--- src/rtl/veririsc_controller.sv ---
// veririsc_controller: 8-phase VeriRISC sequencer decoding phase/opcode/zero into datapath strobes (optional single-step via VERIRISC_CTRL_STEP_EN)
module veririsc_controller (
    input  logic       clk,
    input  logic       rst_,
    input  logic [2:0] opcode,
    input  logic       zero,
`ifdef VERIRISC_CTRL_STEP_EN
    input  logic       step,
`endif
    output logic       sel,
    output logic       rd,
    output logic       ld_ir,
    output logic       inc_pc,
    output logic       ld_pc,
    output logic       ld_ac,
    output logic       data_e,
    output logic       wr,
    output logic       halt,
    output logic [2:0] phase
);
    typedef enum logic [2:0] {
        INST_ADDR, INST_FETCH, INST_LOAD, IDLE, OP_ADDR, OP_FETCH, ALU_OP, STORE
    } state_t;
    localparam logic [2:0] HLT = 3'd0, SKZ = 3'd1, STO = 3'd6, JMP = 3'd7;
    state_t state;
    logic   halted;
    logic   run;
    logic   alu;
    logic   late;
    // phase sequencer with HLT freeze; halted only exits via reset or step
    always_ff @(posedge clk or negedge rst_) begin
        if (!rst_) begin
            state  <= INST_ADDR;
            halted <= 1'b0;
        end else if (halted) begin
`ifdef VERIRISC_CTRL_STEP_EN
            if (step) begin
                halted <= 1'b0;
                state  <= INST_ADDR;
            end
`endif
        end else if (state == OP_ADDR && opcode == HLT) begin
            halted <= 1'b1;
        end else begin
            state <= state_t'(state + 3'd1);
        end
    end
    assign run    = !halted;
    assign alu    = opcode inside {[3'd2:3'd5]};
    assign late   = state == ALU_OP || state == STORE;
    assign phase  = state;
    assign sel    = run && state inside {INST_ADDR, INST_FETCH, INST_LOAD, IDLE};
    assign rd     = run && (state inside {INST_FETCH, INST_LOAD, IDLE} || (state inside {OP_FETCH, ALU_OP, STORE} && alu));
    assign ld_ir  = run && state inside {INST_LOAD, IDLE};
    assign inc_pc = run && (state == OP_ADDR || (state == ALU_OP && opcode == SKZ && zero));
    assign ld_pc  = run && late && opcode == JMP;
    assign ld_ac  = run && late && alu;
    assign data_e = run && late && opcode == STO;
    assign wr     = run && state == STORE && opcode == STO;
    assign halt   = halted || (state == OP_ADDR && opcode == HLT);
endmodule

--- config.mk ---
export PLATFORM = sky130hd
export DESIGN_NAME = veririsc_controller
export DESIGN_NICKNAME = d
export VERILOG_FILES = /design/src/rtl/veririsc_controller.sv
export SDC_FILE = /design/constraint.sdc
export NUM_CORES = 1
export LEC_CHECK = 0
export CAP_MARGIN = 20
export CORE_AREA = 2 2 39 41
export DETAILED_ROUTE_END_ITERATION = 16
export DIE_AREA = 0 0 41 43
export HOLD_SLACK_MARGIN = 0.02
export PLACE_DENSITY = 0.66
export SYNTH_ARGS = -nofsm -noshare
export SYNTH_HDL_FRONTEND = slang
export SYNTH_SLANG_ARGS = --single-unit
--- constraint.sdc ---
create_clock -name clk -period 2.3 [get_ports clk]
set_clock_uncertainty 0.15 [all_clocks]
set_input_delay 0.46 -clock clk [delete_from_list [all_inputs] [get_ports clk]]
set_output_delay 0.46 -clock clk [all_outputs]
set_load 0.05 [all_outputs]
==> flow_summary_export.csv, run 1 <==
group,metric,value,unit
run_status,status,"finished, final reports clean",
route,post_drt_wl_per_cell,12.3,um
logic_synthesis,synth_edf_count,0,
global_route,grt_usage,13.9,%
place,gp_congestion,0.678,
clock_tree,clock-sinks,4,
final_layout,nNetsFinal,81,
die,pin_count,18,
die,floorplan.initialDensity,26.3,%
power_and_ir_drop,p_per_area,1620,nW/um2
route,drt-total-wl,1030,um
setup_path,start_kind,"register",
power_and_ir_drop,power,1.42,mW
route,dr.pass1.iters,4,
logic_synthesis,yosys_most_used_dff,"dfrtp_1",
timing,max_freq,439,MHz
setup_path,worst-path-buf-inv,2,
setup_path,cp_common_cell,"ha_4",
power_and_ir_drop,peakVddDrop,769,uV
final_layout,num_antenna_cells,0,
power_and_ir_drop,power.internal,0.700,mW
logic_synthesis,synth_cells,40,
die,rows,14,
power_and_ir_drop,switchingPower,0.717,mW
clock_tree,h-tree-depth,1,
route,drcViolationCount,0,
logic_synthesis,synthArstFlopShare,100,%
final_layout,fin_util,63.1,%
power_and_ir_drop,leakage,0.355,nW
timing,setup_viol_count_final,0,
global_route,grt_pass1_wl,1620,um
place,dpl_worst_slack,-0.0709,ns
setup_path,critPathMaxFanout,4,
final_layout,drive_above_1_share,64.7,%
clock_tree,clk_pin_slew,0.04,ns
timing,fin_ws,0.0217,ns
setup_path,critical_path_class,"reg -> out",
timing,timing.hold.ws,0.271,ns
timing,min_period,2.28,ns
logic_synthesis,syn_avg_cell_area,9.10,um2
clock_tree,cts_buffer_depth,2,
logic_synthesis,synth_area,364,um2
timing,post-route-period-util,99.1,%
timing,drv_slew,0,
logic_synthesis,synthXorXnorAreaFrac,4.81,%
logic_synthesis,yosysWarnings,0,
power_and_ir_drop,clkPwrFrac,6.7,%
setup_path,crit_family,"flip-flops",
clock_tree,root_buffer,"clkbuf_4",
setup_path,slowest_stage,"dfrtp_2",
timing,worst_pin_slew,0.490,ns
global_route,antenna_found_initial,0,
route,drt-initial-drc-count,1,
timing,max_slew_margin,67.2,%
power_and_ir_drop,comb_power_share,81.6,%
clock_tree,cts_buffers,3,
setup_path,crit_chain,"ha_4, ha_4, nor4_1, buf_4, a311oi_4, buf_12",
final_layout,area_growth,140,%
place,io_buffers,17,
run,max-cap-violations,0,
setup_path,critPathMaxStageDelay,0.45,ns
logic_synthesis,ys_seq_area_share,27.5,%
die,coreArea,1380,um2
power_and_ir_drop,p_sw_share,50.6,%
logic_synthesis,synth_top_family_by_area,"simple AND/OR/NAND/NOR gates",
die,dieArea,1760,um2
power_and_ir_drop,seqPwrFrac,11.7,%
logic_synthesis,synth-compound-area-share,15.5,%
logic_synthesis,synth.area.mux_share,4.12,%
min_path,hp-class,"in -> async",
global_route,grt_max_degree,9,
global_route,grt_pass1_vias,394,
timing,hold_viol_final,0,
setup_path,crit_required,1.69,ns
final_layout,final_cell_mix,"7 x buf_12, 7 x buf_4, 5 x clkdlybuf4s50_1",
timing,rsz0062_at_grt,"true",
clock_tree,clock_latency,0.24,ns
clock_tree,tritoncts,"done",
setup_path,cp.arrival,1.67,ns
place,dpl.hpwl,770,um
route,ant_nets,0,
die,die_h,43,um
place,dp.cells,77,
clock_tree,hold_buffers,0,
die,dieWidth,41,um
route,vias_per_cell,4.71,
final_layout,fin_cells,84,
logic_synthesis,synthSimpleGateAreaFrac,21.0,%
global_route,gr-total-overflow,0,
logic_synthesis,synth_fa_ha_area_share,20.6,%
logic_synthesis,synth-seq-cells,4,
route,vias,396,
logic_synthesis,synth.distinct_cells,18,
setup_path,endpoint_kind,"primary output",
logic_synthesis,syn_nets,52,
-- metal layers --
metal,global-route usage [%],vias up,part of all wire (%)
met5,0,-,0
met4,10.0,0,0
met3,3.14,0,3.0
met2,20.0,13,57
met1,17.3,183,40
li1,-,200,-
-- power groups by stage --
stage	clock network [mW]	logic, mW	registers (mW)
floorplan	0	0.548	0.243
global placement	0	1.02	0.147
detailed placement	0	1.03	0.150
CTS	0.101	1.07	0.149
global route	0.110	1.24	0.175
finish	0.0949	1.16	0.166
-- worst register-to-register path: stages, from the launching register on --
cell and delay [ns]:
dfrtp_2 0.45, inv_4 0.10, ha_2 0.20, nor4b_4 0.23, a21oi_2 0.11, buf_4 0.15, mux2_4 0.29
-- synth_stat cells (2+ instances only) --
master	instances	area, um2
ha_1	6	75.1
inv_1	5	18.8
dfrtp_1	4	100
a21oi_1	3	15.0
nor2_1	3	11.3
nor3_1	3	15.0
o21ai_0	3	15.0
nor3b_1	2	15.0
xnor2_1	2	17.5
-- repair_timing --
action                     in CTS  in global routing
pin swaps                       4                  2
setup endpoints to repair       6                  7
setup buffers                   1                  2
resized for setup               8                 15
-- flip-flops by register name (all words and copies together) (netlist names) --
| name | flops |
|---|---|
| phase | 3 |
| halted | 1 |
-- cells by family (layout without fill, tap and decap cells) --
kind of cell,Yosys count,count (layout)
mux,1,1
compound gates,9,9
flops,4,4
buf+inv,6,34
simple gates,12,12
fa+ha+maj,6,6
xor+xnor,2,2
-- final cells by class --
class,count,area [um2]
Sequential cell,4,103
Tap cell,16,20.0
Inverter,5,21.3
Clock buffer,4,26.3
Timing Repair Buffer,25,320
Multi-Input combinational cell,30,383
Fill cell,117,510
-- final timing paths --
kind                           from        to  slack, ns  cells past startpoint
max                        phase[0]        rd       0.02                      6
min                            rst_  phase[1]       0.27                      1
max reg2reg                phase[0]  phase[1]       0.51                      6
min reg2reg                phase[0]  phase[0]       0.50                      2
max in group asynchronous      rst_  phase[0]       1.55                      1
min in group clk           phase[0]  phase[0]       0.50                      2
-- through the flow --
stage | setup TNS [ns] | area [um2]
after global placement | -0.0594 | 737
final | 0 | 873
after CTS | -0.0498 | 791
after detailed placement | -0.159 | 737
after global routing | -0.0850 | 873
after floorplan | -0.0134 | 437
Note: power is estimated with default switching activity, not from simulation.
==> run 2: changes to the inputs <==
--- a/config.mk
+++ b/config.mk
@@ -11,6 +11,7 @@
 export DIE_AREA = 0 0 41 43
 export HOLD_SLACK_MARGIN = 0.02
 export PLACE_DENSITY = 0.66
+export SETUP_SLACK_MARGIN = 0.2
 export SYNTH_ARGS = -nofsm -noshare
 export SYNTH_HDL_FRONTEND = slang
 export SYNTH_SLANG_ARGS = --single-unit
==> run 2 against run 1 <==
Register-to-register slack lost 0.03 ns; cell count grew 4.8%; design area grew 8.0%; global-route usage grew 0.50 points; maximum frequency grew 0.83%; non-clock buffer count grew 4.
==> flow_summary_export.csv, run 2 (synthesized netlist as in run 1, its figures left out) <==
group,metric,value,unit
die,dieArea,1760,um2
setup_path,r2r_end,"phase[1]",
final_layout,largest_reg_flops,3,
setup_path,cp.arrival,1.65,ns
global_route,grt_pass1_wl,1630,um
route,drcViolationCount,0,
final_layout,drive_above_1_share,77.8,%
global_route,grt_usage,14.4,%
place,gp_congestion,0.701,
setup_path,slowest_stage,"dfrtp_2",
setup_path,endpoint_kind,"primary output",
setup_path,crit_family,"flip-flops",
die,die_h,43,um
route,vias,413,
setup_path,cp_common_cell,"buf_6",
global_route,grt_pass1_vias,385,
die,rows,14,
global_route,antenna_found_initial,0,
final_layout,nNetsFinal,85,
clock_tree,cts_buffer_depth,2,
min_path,hp-class,"in -> async",
place,dpl.hpwl,747,um
timing,post-route-period-util,98.2,%
clock_tree,tritoncts,"done",
final_layout,final_cell_mix,"11 x buf_4, 8 x buf_12, 5 x ha_4",
route,ant_nets,0,
die,floorplan.initialDensity,26.3,%
setup_path,critPathCapture,"sel",
run,max-cap-violations,0,
setup_path,crit_chain,"buf_6, ha_4, or3_4, a21oi_2, nor2_2, buf_6",
setup_path,r2r_slack,0.48,ns
die,pin_count,18,
clock_tree,clk_pin_slew,0.04,ns
route,post_drt_wl_per_cell,11.9,um
setup_path,start_kind,"register",
setup_path,critPathMaxStageDelay,0.44,ns
timing,min_period,2.26,ns
clock_tree,clock_latency,0.24,ns
final_layout,fin_cells,88,
route,vias_per_cell,4.69,
final_layout,final_common_cell,"buf_4",
timing,hold_viol_final,0,
final_layout,fin_util,68.2,%
place,io_buffers,17,
die,coreArea,1380,um2
global_route,grt_max_degree,9,
timing,rsz0062_at_grt,"true",
timing,drv_slew,0,
timing,fin_ws,0.0404,ns
setup_path,path_depth,6,
clock_tree,cts_buffers,3,
route,drt-initial-drc-count,4,
setup_path,worst-path-buf-inv,2,
clock_tree,root_buffer,"clkbuf_4",
place,dp.cells,78,
setup_path,critPathMaxFanout,6,
die,dieWidth,41,um
timing,setup_viol_count_final,0,
timing,worst_pin_slew,0.501,ns
setup_path,worst-r2r-cell-count,7,
setup_path,crit_required,1.69,ns
final_layout,num_antenna_cells,0,
setup_path,reg2reg_from,"phase[0]",
setup_path,critical_path_class,"reg -> out",
run_status,status,"finished, final reports clean",
setup_path,critPathLaunch,"phase[1]",
final_layout,area_growth,159,%
route,dr.pass1.iters,3,
timing,max_slew_margin,66.5,%
place,dpl_worst_slack,-0.0610,ns
clock_tree,h-tree-depth,1,
timing,max_freq,443,MHz
clock_tree,clock-sinks,4,
route,drt-total-wl,1050,um
global_route,gr-total-overflow,0,
==> run 2: area by class of cell <==
cell class / count / area (um2)
Tap cell: 16 / 20.0
Fill cell: 107 / 440
Inverter: 5 / 21.3
Sequential cell: 4 / 104
Multi-Input combinational cell: 30 / 438
Clock buffer: 4 / 26.3
Timing Repair Buffer: 29 / 334
==> run 2: metrics by stage <==
stage          setup TNS (ns)  hold slack (ns)  instance area (um2)
6_report                    0            0.263                  943
5_1_grt               -0.0402            0.264                  943
4_1_cts                     0            0.256                  860
3_5_place_dp          -0.0610            0.473                  796
3_3_place_gp          -0.0513            0.470                  796
2_1_floorplan               0           0.0144                  488
==> run 2: how the worst min path moves through the flow <==
stage / startpoint / endpoint / cells past startpoint
5_1_grt: rst_ / phase[0] / 1
3_3_place_gp: phase[1] / phase[1] / 1
4_1_cts: rst_ / phase[1] / 1
2_1_floorplan: rst_ / halted / 0
6_report: rst_ / phase[1] / 1
3_5_place_dp: phase[1] / phase[1] / 1
==> run 2: worst reg2reg max path: cells and delay by family, from the launching register on <==
kind | cells | cell delay (ns)
fa+ha+maj | 1 | 0.13
flops | 1 | 0.45
compound gates | 1 | 0.11
mux | 1 | 0.28
simple gates | 1 | 0.21
buf+inv | 3 | 0.38
==> run 2: repair_timing <==
| item | CTS | global route |
|---|---|---|
| resized for setup | 13 | 14 |
| pin swaps | 1 | 5 |
| cloned | 0 | 0 |
| hold buffers | 0 | 0 |
| hold endpoints to repair | 0 | 0 |
| setup buffers | 2 | 4 |
| endpoints found under the setup margin | 10 | 10 |
==> run 2: routing by layer <==
layer  track usage (%)  share of wire (%)  up-vias
met4              12.0                3.3        0
met1              15.7                 38      186
met3              3.14                6.0        4
met2              22.2                 52       16
met5                 0                  0        -
li1                  -                  -      207
Power of run 2 is not shown: default switching activity piles up to over one toggle a cycle in this logic, so the estimate is an artifact.
